$ cat src/rtl/adder_batch_master_pkg.sv
// Shared constants for the adder batch master: data width, adder latency,
// FSM state encoding and the adder IP's add/subtract mode polarity.
package adder_batch_master_pkg;

    // IEEE-754 single-precision word width.
    localparam int SINGLE = 32;

    // Default sta -> done_sig latency of the shared adder instance.
    localparam int ADD_LAT_DEFAULT = 7;

    // Batch FSM encoding.
    localparam logic [1:0] ST_IDLE   = 2'd0;
    localparam logic [1:0] ST_ISSUE  = 2'd1;
    localparam logic [1:0] ST_DRAIN  = 2'd2;
    localparam logic [1:0] ST_FINISH = 2'd3;

    // The adder IP adds when its mode bit is high, which is the inverse of
    // the scheduler's op_sub request bit.
    localparam logic ADD_POL = 1'b1;
    localparam logic SUB_POL = 1'b0;

    // Translate the scheduler's op_sub into the adder IP mode bit.
    function automatic logic mode_bit(input logic op_sub);
        return op_sub ? SUB_POL : ADD_POL;
    endfunction

endpackage

$ cat src/rtl/adder_req_tracker.sv
// Tracks adder requests in flight: outstanding counter, detection of a
// done_sig that has no matching request, and the drain-phase watchdog.
module adder_req_tracker
    import adder_batch_master_pkg::*;
#(
    parameter int DEPTH_LOG2 = 4,
    parameter int ADD_LAT    = ADD_LAT_DEFAULT
) (
    input  logic clk,
    input  logic rst,
    input  logic clear,      // new batch accepted: forget any stale state
    input  logic add_sta,
    input  logic add_done,
    input  logic pipe_busy,  // operand read/register stages still hold work
    input  logic drain,      // FSM is waiting for the tail of the batch
    output logic done_ok,    // add_done that matches an outstanding request
    output logic idle_ok,    // nothing in flight, no write pending
    output logic err_pulse,  // underflow or watchdog expiry this cycle
    output logic timeout     // watchdog expiry this cycle
);

    localparam int CNT_W = DEPTH_LOG2 + 1;
    localparam int WD_W  = $clog2(ADD_LAT + 3);
    // Expiry fires on the (ADD_LAT+3)th consecutive silent cycle.
    localparam logic [WD_W-1:0] WD_LAST = WD_W'(ADD_LAT + 2);

    logic [CNT_W-1:0] outstanding;
    logic [WD_W-1:0]  wd_cnt;
    logic             underflow;
    logic             wd_run;

    // Classify this cycle's adder traffic and derive the status flags.
    always_comb begin
        // NOTE: every output of this block gets a value up front so no path
        // can leave one unassigned and infer a latch.
        underflow = 1'b0;
        done_ok   = 1'b0;
        wd_run    = 1'b0;
        timeout   = 1'b0;
        idle_ok   = 1'b0;
        err_pulse = 1'b0;
        // A done with nothing outstanding cannot belong to any request, even
        // if a new request is launched in the same cycle.
        underflow = add_done && (outstanding == '0);
        done_ok   = add_done && !underflow;
        wd_run    = drain && (outstanding != '0) && !add_done;
        timeout   = wd_run && (wd_cnt == WD_LAST);
        // A done this cycle means a write next cycle, so not idle yet.
        idle_ok   = (outstanding == '0) && !add_done && !pipe_busy;
        err_pulse = underflow || timeout;
    end

    // Outstanding-request counter; cleared on a new batch or an abort.
    always_ff @(posedge clk or negedge rst) begin
        // NOTE: sequential state is updated with non-blocking assignments so
        // every flop samples pre-edge values regardless of statement order.
        if (!rst) begin
            outstanding <= '0;
        end else if (clear || timeout) begin
            outstanding <= '0;
        end else if (add_sta && !done_ok) begin
            outstanding <= outstanding + CNT_W'(1);
        end else if (!add_sta && done_ok) begin
            outstanding <= outstanding - CNT_W'(1);
        end
    end

    // Watchdog: counts consecutive drain cycles with requests pending but no done.
    always_ff @(posedge clk or negedge rst) begin
        if (!rst) begin
            wd_cnt <= '0;
        end else if (clear || timeout || !wd_run) begin
            wd_cnt <= '0;
        end else begin
            wd_cnt <= wd_cnt + WD_W'(1);
        end
    end

endmodule

$ cat src/rtl/adder_batch_master.sv
// Requesting side of the single-precision adder handshake: streams a batch of
// operand pairs from the operand RAM into the shared adder, one per cycle, and
// writes each result to the result RAM in completion order.
module adder_batch_master
    import adder_batch_master_pkg::*;
#(
    parameter int WIDTH      = SINGLE,
    parameter int DEPTH_LOG2 = 4,
    parameter int ADD_LAT    = ADD_LAT_DEFAULT
) (
    input  logic                  clk,
    input  logic                  rst,
    input  logic                  start,
    input  logic [DEPTH_LOG2:0]   len,
    input  logic                  op_sub,
    output logic                  busy,
    output logic                  done,
    output logic                  err,
    output logic                  rd_en,
    output logic [DEPTH_LOG2-1:0] rd_addr,
    input  logic [WIDTH-1:0]      rd_data_a,
    input  logic [WIDTH-1:0]      rd_data_b,
    output logic                  add_sta,
    output logic                  add_sub,
    output logic [WIDTH-1:0]      add_x,
    output logic [WIDTH-1:0]      add_y,
    input  logic                  add_done,
    input  logic [WIDTH-1:0]      add_xy,
    output logic                  wr_en,
    output logic [DEPTH_LOG2-1:0] wr_addr,
    output logic [WIDTH-1:0]      wr_data
);

    localparam int LEN_W = DEPTH_LOG2 + 1;
    localparam logic [LEN_W-1:0] MAX_LEN = LEN_W'(1 << DEPTH_LOG2);

    logic [1:0]            state;
    logic [DEPTH_LOG2-1:0] last_addr;
    logic                  rd_valid;
    logic [DEPTH_LOG2-1:0] wr_ptr;
    logic                  accept;
    logic                  len_over;
    logic [LEN_W-1:0]      len_eff;
    logic                  done_ok;
    logic                  idle_ok;
    logic                  err_pulse;
    logic                  timeout;

    // Start acceptance and length clamping.
    always_comb begin
        accept   = start && (state == ST_IDLE);
        len_over = len > MAX_LEN;
        len_eff  = len_over ? MAX_LEN : len;
    end

    assign busy = (state != ST_IDLE);
    assign done = (state == ST_FINISH);

    adder_req_tracker #(
        .DEPTH_LOG2 (DEPTH_LOG2),
        .ADD_LAT    (ADD_LAT)
    ) u_tracker (
        .clk       (clk),
        .rst       (rst),
        .clear     (accept),
        .add_sta   (add_sta),
        .add_done  (add_done),
        .pipe_busy (rd_valid || add_sta),
        .drain     (state == ST_DRAIN),
        .done_ok   (done_ok),
        .idle_ok   (idle_ok),
        .err_pulse (err_pulse),
        .timeout   (timeout)
    );

    // Batch FSM and operand read sequencing.
    always_ff @(posedge clk or negedge rst) begin
        if (!rst) begin
            state     <= ST_IDLE;
            rd_en     <= 1'b0;
            rd_addr   <= '0;
            last_addr <= '0;
            add_sub   <= 1'b0;
        end else begin
            case (state)
                ST_IDLE: begin
                    if (accept) begin
                        add_sub   <= mode_bit(op_sub);
                        last_addr <= DEPTH_LOG2'(len_eff - LEN_W'(1));
                        rd_addr   <= '0;
                        if (len_eff == '0) begin
                            state <= ST_FINISH;
                        end else begin
                            state <= ST_ISSUE;
                            rd_en <= 1'b1;
                        end
                    end
                end
                ST_ISSUE: begin
                    if (rd_addr == last_addr) begin
                        rd_en <= 1'b0;
                        state <= ST_DRAIN;
                    end else begin
                        rd_addr <= rd_addr + DEPTH_LOG2'(1);
                    end
                end
                ST_DRAIN: begin
                    if (timeout || idle_ok) begin
                        state <= ST_FINISH;
                    end
                end
                default: begin
                    state <= ST_IDLE;
                end
            endcase
        end
    end

    // Sticky error flag; a new batch restarts it from its own length check.
    always_ff @(posedge clk or negedge rst) begin
        if (!rst) begin
            err <= 1'b0;
        end else if (accept) begin
            err <= len_over || err_pulse;
        end else if (err_pulse) begin
            err <= 1'b1;
        end
    end

    // Operand stage: RAM data arrives the cycle after rd_en and is registered
    // into the adder request, so add_sta trails each read by two cycles.
    always_ff @(posedge clk or negedge rst) begin
        // NOTE: the operand and result data registers are reset as well,
        // because every output must read 0 while reset is applied.
        if (!rst) begin
            rd_valid <= 1'b0;
            add_sta  <= 1'b0;
            add_x    <= '0;
            add_y    <= '0;
        end else begin
            rd_valid <= rd_en;
            add_sta  <= rd_valid;
            if (rd_valid) begin
                add_x <= rd_data_a;
                add_y <= rd_data_b;
            end
        end
    end

    // Result stage: each matched add_done becomes a result RAM write one cycle later.
    always_ff @(posedge clk or negedge rst) begin
        if (!rst) begin
            wr_en   <= 1'b0;
            wr_addr <= '0;
            wr_data <= '0;
            wr_ptr  <= '0;
        end else begin
            wr_en <= done_ok;
            if (done_ok) begin
                wr_addr <= wr_ptr;
                wr_data <= add_xy;
            end
            if (accept) begin
                wr_ptr <= '0;
            end else if (done_ok) begin
                wr_ptr <= wr_ptr + DEPTH_LOG2'(1);
            end
        end
    end

endmodule
$ cat config.mk
export PLATFORM = sky130hd
export DESIGN_NAME = adder_batch_master
export DESIGN_NICKNAME = d
export VERILOG_FILES = /design/src/rtl/adder_batch_master_pkg.sv /design/src/rtl/adder_req_tracker.sv /design/src/rtl/adder_batch_master.sv
export SDC_FILE = /design/constraint.sdc
export NUM_CORES = 1
export LEC_CHECK = 0
export CORE_ASPECT_RATIO = 0.75
export CORE_MARGIN = 5
export CORE_UTILIZATION = 45
export CTS_BUF_LIST = sky130_fd_sc_hd__clkbuf_8
export CTS_CLUSTER_DIAMETER = 50
export CTS_CLUSTER_SIZE = 12
export DETAILED_ROUTE_END_ITERATION = 10
export PLACE_DENSITY = 0.9
export RECOVER_POWER = 25
export REMOVE_ABC_BUFFERS = 1
export SLEW_MARGIN = 30
export SYNTH_ARGS = -nofsm -noshare
export SYNTH_HDL_FRONTEND = slang
export SYNTH_SLANG_ARGS = --single-unit
$ cat constraint.sdc
create_clock -name clk -period 3.6 [get_ports clk]
set_input_delay 1.08 -clock clk [delete_from_list [all_inputs] [get_ports clk]]
set_output_delay 1.08 -clock clk [all_outputs]
set_load 0.01 [all_outputs]
# Yosys cells after proc, flatten, opt, wreduce, memory -nomap -nowiden
# Index checks and enable logic that the tools add are counted.
[op_classes]
n_addsub = 6
multipliers = 0
div = 0
n_lt_le_gt_ge = 1
eq_ne = 10
n_shift = 0
n_mux = 22
n_bitwise = 0
n_reduce_logical = 35
[ops]
columns = ["op", "n"]
rows = [
  ["two-way mux 4 bit", 5],
  ["two-way mux 5 bit", 4],
  ["adder 4 x 1 -> 4 bit, second input constant", 3],
  ["logical AND 1 bit", 10],
  ["zero test 5 bit", 2],
  ["two-way mux 2 bit", 4],
  ["inequality test 2 bit, second input constant", 4],
  ["one-hot mux 4 bit (2 select lines)", 1],
  ["nonzero test 2 bit", 4],
  ["zero test 1 bit", 6],
  ["logical OR 1 bit", 6],
  ["two-way mux 1 bit", 6],
  ["one-hot mux 2 bit (3 select lines)", 1],
  ["AND reduction 3 bit", 2],
  ["adder 5 x 1 -> 5 bit, second input constant", 1],
  ["greater-than comparator 5 bit, second input constant", 1],
  ["nonzero test 5 bit", 1],
  ["subtractor 5 x 1 -> 5 bit, second input constant", 1],
  ["equality test 2 bit, second input constant", 2],
  ["equality test 4 bit", 1],
  ["equality test 4 bit, second input constant", 1],
  ["AND reduction 4 bit", 1],
  ["subtractor 4 x 1 -> 4 bit, second input constant", 1],
  ["nonzero test 3 bit", 1],
  ["other kinds (5)", 5],
]
[word_totals]
reg_bits = 129
latch_bits = 0
ramBits = 0
mem_bits_ro = 0
inputBits = 106
out_inout_bits = 111
mem_count = 0

# Depth between registers and ports, before layout
# Gate-level depths: netlist of run 1.
[logic_depth]
word_depth = 8
mapped_depth = 11

# By module
# A second synthesis of run 1 with hierarchy kept.
[unflattened]
cells_unflattened = 388
area_unflattened_um2 = 5480.3
[by_module_without_submodules]
columns = ["mod", "n_inst", "cells_each", "area_each_um2", "seq_area_each_um2"]
rows = [
  ["adder_batch_master", 1, 328, 4858.4, 3002.9],
  ["adder_req_tracker", 1, 60, 621.8, 225.2],
]

# Least setup slack after synthesis of run 1
# No wires, ideal clock.
[synth_timing]
kind = "input -> register"
from = "in add_done"
to = "reg u_tracker.outstanding[4]"
setup_ns = 0.078
arrival_ns = 2.847
t_required_ns = 3.522
path_slack_ns = 0.676
cell_stages = 10
path_cell_list = "o21ai_2 > buf_2 > ha_1 > inv_1 > fa_1 > a21o_1 > a21oi_1 > xnor2_1 > or3_1 > a21oi_1"
[synth_between]
elab_chain_cells = 7
[synth_rtl]
columns = ["element", "line_no", "text"]
rows = [
  ["start, declared", "adder_batch_master.sv:27", "input logic add_done,"],
  ["logical AND 1 bit", "adder_req_tracker.sv:44", "underflow = add_done && (outstanding == '0);"],
  ["zero test 1 bit", "adder_req_tracker.sv:45", "done_ok = add_done && !underflow;"],
  ["logical AND 1 bit", "adder_req_tracker.sv:45", ""],
  ["zero test 1 bit", "adder_req_tracker.sv:61", "end else if (add_sta && !done_ok) begin"],
  ["logical AND 1 bit", "adder_req_tracker.sv:61", ""],
  ["two-way mux 5 bit", "adder_req_tracker.sv:61", ""],
  ["two-way mux 5 bit", "adder_req_tracker.sv:59", "end else if (clear || timeout) begin"],
  ["end signal, assigned", "adder_req_tracker.sv:62", "outstanding <= outstanding + CNT_W'(1);"],
  ["end signal, assigned", "adder_req_tracker.sv:64", "outstanding <= outstanding - CNT_W'(1);"],
  ["end, declared", "adder_req_tracker.sv:27", "logic [CNT_W-1:0] outstanding;"],
]
# Several ways; a longest one is shown, not always the timed one.
# A chain may end at the register's enable or synchronous reset.

# Worst setup path after layout of run 1
# Same ends and word-level chain as after synthesis.

==> flow_summary_export.csv, run 1 <==
group,metric,value,unit
status,status,"complete, but fails checks",
status,violations,"max-capacitance violations, max-slew violations",
logic_synthesis,synthTopCellsByArea,"dfrtp_1 60%, mux2_2 14%, nand2_1 8.6%, ha_1 3.5%, xnor2_1 1.6%",
sta,relSlewSlack,-12.0,%
worst_setup_path,startpoint_type,"input pin",
clock_network,cts_buffers,17,
drt,via_per_inst,4.89,
die,die_x,136,um
sta,fin_crit,3.09,ns
die,initial_utilization,46.0,%
logic_synthesis,yosys.area.top_type,"dfrtp_1",
place,io_buffers,216,
drt,drtIter0Drc,173,
die,die_h,104,um
logic_synthesis,synth_cell_types,33,
logic_synthesis,avgSynthCellArea,11.8,um2
logic_synthesis,netlist_area,0.00535,mm2
worst_setup_path,arrival,3.43,ns
global_routing,grt_use_total,21.4,%
logic_synthesis,ys_ff_latch,129,
worst_setup_path,cp_max_fo,5,
clock_network,postCtsSetupBuffers,0,
clock_network,post_cts_resized,0,
final_layout,layout-drive-gt1-share,15.3,%
clock_network,cts_root_buf,"clkbuf_8",
drt,wire_per_inst,17.3,um
sta,clock.fmax,0.323,GHz
logic_synthesis,synth-warning-count,0,
place,dp_slack,0.114,ns
clock_network,hold_buffers,0,
die,coreArea,0.0116,mm2
worst_setup_path,cp.required,3.94,ns
logic_synthesis,synth_edf_count,0,
drt,drt_first_pass_iters,4,
drt,ant_nets,0,
logic_synthesis,yosysMostFrequentCell,"dfrtp_1",
final_layout,fillers,849,
global_routing,grt_max_degree,69,
logic_synthesis,synth_cells,455,
die,die_area,0.0142,mm2
global_routing,grt-ovfl-total,0,
sta,fin_crit_sh,85.9,%
final_layout,nNetsFinal,796,
die,fp-row-count,34,
global_routing,antenna_found_initial,0,
final_layout,antennaDiodeCount,0,
worst_setup_path,cp-end-kind,"register",
place,finalWeightedCongestion,0.829,
sta,setup_viol_count_final,0,
sta,tightestPinTransition,1.68,ns
sta,rsz0062_at_grt,"no",
die,io_pins,217,
logic_synthesis,async_reset_ff_share,100,%
global_routing,grt_pass1_wl,23.7,mm
place,hpwl,11.1,mm
clock_network,worst_skew_pair.late_latency,0.43,ns
sta,whs,0.461,ns
clock_network,clk_pin_slew,0.07,ns
worst_setup_path,worst-r2r-cell-count,10,
sta,worst_slack,0.508,ns
run,cap_violations,1,
sta,tns,0,ns
worst_setup_path,worstSetupPathType,"input pin to register",
place,place_area,0.00768,mm2
clock_network,cts_tree,"built",
clock_network,cts_sinks,129,
power_and_ir_drop,leakage,3.61,nW
drt,totalWireLength,14.7,mm
sta,slew_viol_final,69,
sta,finalHoldViolCount,0,
final_layout,fin_util,69.7,%
logic_synthesis,ys_top_cells_by_count,"129 x dfrtp_1, 122 x nand2_1, 65 x mux2_2, 17 x nor2_1, 15 x ha_1",
sta,clock_skew,0.0133,ns
final_layout,flow.area_growth_from_synthesis,51.4,%
logic_synthesis,seq_area_frac_synth,60.4,%
clock_network,cts_buffer_depth,2,
drt,drc,0,
clock_network,cts.htree.levels,4,
min_path,min_path_cells,0,
drt,vias,4152,
global_routing,grt_pass1_vias,4525,
power_and_ir_drop,vdd_drop_max,0.380,mV
logic_synthesis,synth_top_flop_cell,"dfrtp_1",
final_layout,postLayoutCellArea,0.00809,mm2
power_and_ir_drop,power_density,779,mW/mm2
min_path,min_path_type,"register to register",
logic_synthesis,synth_top_area_share,60.4,%
==> routing by layer <==
metal	track usage [%]	up-vias	wire [um]
met5	0	-	0
li1	-	1949	-
met3	6.43	22	1010
met2	37.6	150	7580
met4	6.98	0	296
met1	24.8	2031	5810
==> worst max-delay path: stages <==
cell	delay [ns]
clkdlybuf4s50_1	0.53
o21ai_4	0.12
ha_1	0.22
inv_1	0.13
fa_1	0.42
a21o_1	0.20
a21oi_1	0.17
xnor2_1	0.09
or3_1	0.31
a21oi_1	0.16
==> cell families (layout without fill, tap and decap cells) <==
logic type               after synthesis  count (layout)  synth area share, %
flip-flops                           129             129                 60.4
AO/OA/AOI/OAI                         31              31                 3.39
XOR/XNOR                              15              15                 2.46
AND/OR/NAND/NOR                      163             163                 12.6
buffers and inverters                 28             260                 2.13
adder cells (fa/ha/maj)               16              16                 3.88
multiplexers                          73              73                 15.2
==> cell usage in the layout (no fill, tap or decap), types with 10 or more instances in the layout <==
cell type and n:
clkdlybuf4s50_1 212, dfrtp_1 129, nand2_1 122, mux2_2 65, clkbuf_8 20, nor2_1 17, ha_1 15, o21ai_0 13
xnor2_1 10, a21oi_1 10
==> cell type report <==
class | instances | area [um2] | share of cell area [%]
sequential | 129 | 3230 | 39.9
timing repair buffer | 220 | 2190 | 27.0
multi-input combinational | 298 | 2010 | 24.9
clock buffer | 20 | 275 | 3.40
tap | 162 | 203 | 2.50
clock inverter | 12 | 158 | 1.95
inverter | 8 | 30.0 | 0.371
==> power breakdown <==
part	switching (mW)	leakage [nW]	internal, mW	total [mW]
Sequential	0.357	1.55	1.95	2.31
Combinational	1.22	1.85	1.47	2.69
Clock	0.572	0.211	0.742	1.31
==> flip-flops by register name, summed over array words and instances, names as in the netlist, 2 cells and up <==
register / cells
u_tracker.wd_cnt: 4
rd_addr: 4
state: 2
u_tracker.outstanding: 5
last_addr: 4
wr_ptr: 4
add_x: 32
add_y: 32
wr_data: 32
wr_addr: 4
==> stage by stage <==
step / power (mW) / instances
floorplan: 3.63 / 435
global placement: 4.86 / 817
detailed placement: 5.04 / 817
CTS: 6.38 / 849
global route: 6.70 / 849
finish: 6.31 / 849
==> worst paths after layout <==
path,startpoint,end,slack (ns)
hold / removal,rd_en$_DFFE_PN0P_,rd_valid$_DFF_PN0_,0.46
setup reg to reg,u_tracker.outstanding[0]$_DFFE_PN0P_,u_tracker.outstanding[4]$_DFFE_PN0P_,0.60
min in group asynchronous,rst,add_x[14]$_DFFE_PN0P_,1.08
setup / recovery,add_done,u_tracker.outstanding[4]$_DFFE_PN0P_,0.51
hold reg to reg,rd_en$_DFFE_PN0P_,rd_valid$_DFF_PN0_,0.46
max in group asynchronous,rst,add_y[17]$_DFFE_PN0P_,0.76
Power figures use the tool's default switching activity.
==> run 2: changes to the inputs <==
Settings changed: TNS_END_PERCENT set to 10.
==> results of run 2 <==
Final layout, timing and power as in run 1 (identical DEF).
==> run 3: changes to the inputs <==
Settings changed: ABC_AREA set to 1.
==> run 3 against run 2 <==
Synthesized cell count increased by 9.5%. Sequential power hardly changed. The flow still finishes with violations (max-capacitance violations, max-slew violations). Largest power group unchanged. Critical path depth shrank 6. Clock skew down 0.0029 ns. Critical endpoint is now busy. Routed wire length is 3.0% lower. Worst setup slack gained 0.16 ns. Hold slack lost 0.025 ns. Utilization grew 0.39 points. Clock-buffer cell count down 1.
==> flow_summary_export.csv, run 3 <==
group,metric,value,unit
status,status,"complete, but fails checks",
status,violations,"max-capacitance violations, max-slew violations",
worst_setup_path,worstSetupPathType,"register to output port",
sta,slew_viol_final,56,
die,die_area,0.0144,mm2
clock_network,worst_skew_pair.late_latency,0.42,ns
sta,clock_skew,0.0104,ns
die,die_h,105,um
die,die_x,137,um
global_routing,grt_pass1_vias,4768,
clock_network,cts_buffer_depth,2,
final_layout,layout-drive-gt1-share,14.8,%
sta,relSlewSlack,-46.6,%
sta,tns,0,ns
logic_synthesis,async_reset_ff_share,100,%
logic_synthesis,synth-warning-count,0,
clock_network,cts_root_buf,"clkbuf_8",
logic_synthesis,synth_cells,498,
power_and_ir_drop,leakage,3.75,nW
clock_network,hold_buffers,0,
place,io_buffers,216,
logic_synthesis,netlist_area,0.00543,mm2
run,cap_violations,1,
worst_setup_path,cp.required,2.52,ns
clock_network,cts_tree,"built",
global_routing,antenna_found_initial,0,
power_and_ir_drop,vdd_drop_max,0.412,mV
sta,rsz0062_at_grt,"no",
logic_synthesis,synth_edf_count,0,
final_layout,nNetsFinal,845,
drt,drtIter0Drc,160,
final_layout,final_common_cell,"clkdlybuf4s50_1",
drt,ant_nets,0,
place,finalWeightedCongestion,0.848,
logic_synthesis,synth_top_flop_cell,"dfrtp_1",
sta,clock.fmax,0.342,GHz
drt,via_per_inst,4.86,
final_layout,layout_common_cells,"215 x clkdlybuf4s50_1, 154 x nand2_1, 129 x dfrtp_1, 64 x mux2_2, 36 x inv_1",
worst_setup_path,cp-end-kind,"output port",
final_layout,fin_cells,898,
die,io_pins,217,
final_layout,fillers,818,
worst_setup_path,startpoint_type,"register",
final_layout,flow.area_growth_from_synthesis,51.0,%
final_layout,reg.largest.list,"add_x x32, add_y x32, wr_data x32",
drt,totalWireLength,14.3,mm
die,coreArea,0.0117,mm2
sta,finalHoldViolCount,0,
logic_synthesis,synthTopCellsByArea,"dfrtp_1 59%, mux2_2 13%, nand2_1 11%, ha_1 3.5%, inv_1 2.2%",
logic_synthesis,yosys.area.top_type,"dfrtp_1",
place,hpwl,10.7,mm
final_layout,multiInputGateArea,0.00199,mm2
sta,fin_crit,2.93,ns
worst_setup_path,arrival,1.85,ns
sta,fin_crit_sh,81.3,%
power_and_ir_drop,p_total,6.23,mW
global_routing,grt_pass1_wl,23.4,mm
logic_synthesis,ys_top_cells_by_count,"154 x nand2_1, 129 x dfrtp_1, 64 x mux2_2, 32 x inv_1, 21 x nor2_1",
min_path,min_path_type,"register to register",
clock_network,cts_sinks,129,
drt,drt_first_pass_iters,6,
final_layout,antennaDiodeCount,0,
die,initial_utilization,46.4,%
worst_setup_path,cp_max_fo,4,
clock_network,post_cts_resized,0,
logic_synthesis,seq_area_frac_synth,59.5,%
drt,vias,4362,
global_routing,grt_max_degree,56,
global_routing,grt-ovfl-total,0,
die,fp-row-count,34,
final_layout,ff_latch_area,0.00323,mm2
logic_synthesis,synth_cell_types,29,
logic_synthesis,avgSynthCellArea,10.9,um2
sta,setup_viol_count_final,0,
place,placedCellCount,866,
drt,drc,0,
sta,tightestPinTransition,2.20,ns
logic_synthesis,synth_top_area_share,59.5,%
clock_network,cts_buffers,17,
global_routing,grt_use_total,20.6,%
logic_synthesis,ys_ff_latch,129,
logic_synthesis,yosysMostFrequentCell,"nand2_1",
clock_network,cts.htree.levels,4,
clock_network,postCtsSetupBuffers,0,
clock_network,clk_pin_slew,0.07,ns
power_and_ir_drop,power_density,760,mW/mm2
drt,wire_per_inst,15.9,um
==> run 3: changes by cell type after synthesis, moves of 7 or more <==
| cell | previous run | this run |
|---|---|---|
| xnor2_1 | 10 | 3 |
| mux2i_1 | 8 | 0 |
| inv_1 | 8 | 32 |
| nand3_1 | 6 | 14 |
| clkbuf_1 | 11 | 1 |
| nand2_1 | 122 | 154 |
==> run 3: logic make-up after synthesis <==
kind of cell             synth area share, %
AO/OA/AOI/OAI                           3.20
XOR/XNOR                                1.45
buffers and inverters                   3.89
flip-flops                              59.5
AND/OR/NAND/NOR                         14.9
multiplexers                            13.3
adder cells (fa/ha/maj)                 3.83
==> run 3: path summary, 6_finish.rpt <==
path | startpoint | endpoint | cells after the start | slack, ns
worst max-delay path | state[0]$_DFFE_PN0P_ | busy | 4 | 0.67
worst min-delay path | rd_en$_DFFE_PN0P_ | rd_valid$_DFF_PN0_ | 0 | 0.44
worst max register to register | rd_valid$_DFF_PN0_ | add_y[17]$_DFFE_PN0P_ | 2 | 0.85
worst min register to register | rd_en$_DFFE_PN0P_ | rd_valid$_DFF_PN0_ | 0 | 0.44
max in group asynchronous | rst | add_y[11]$_DFFE_PN0P_ | 2 | 1.45
min in group asynchronous | rst | add_y[27]$_DFFE_PN0P_ | 1 | 0.65
==> run 3: layout make-up <==
type                       instances  share of cell area (%)
clock buffer                      19                    3.19
clock inverter                    13                    2.38
inverter                          34                    1.59
multi-input combinational        320                    24.3
sequential                       129                    39.4
tap                              162                    2.47
timing repair buffer             221                    26.7
==> run 3: critical path, cell delays in order (launching register included) <==
cell             delay, ns
dfrtp_1               0.41
inv_1                 0.09
ha_1                  0.26
inv_1                 0.12
clkdlybuf4s50_1       0.55
==> run 3: stage by stage <==
step / setup WS (ns) / hold WS (ns) / utilization (%) / cell area (um2)
detailed placement: 0.501 / 0.408 / 66.4 / 7760
CTS: 0.638 / 0.426 / 70.3 / 8220
global route: 0.554 / 0.451 / 70.1 / 8200
floorplan: 0.766 / 0.429 / - / 5350
finish: 0.673 / 0.436 / 70.1 / 8200
global placement: 0.582 / 0.409 / 66.3 / 7760
==> run 3: where the power goes <==
part / switching (mW) / leakage [nW] / internal, mW
Clock: 0.555 / 0.241 / 0.853
Combinational: 1.11 / 1.96 / 1.38
Sequential: 0.418 / 1.55 / 1.92
==> run 3: metal layers <==
layer  track usage, %  wire length (um)
met2             34.9              7270
met3             8.17              1200
met5                0                 0
met4             6.91               292
met1             23.7              5510
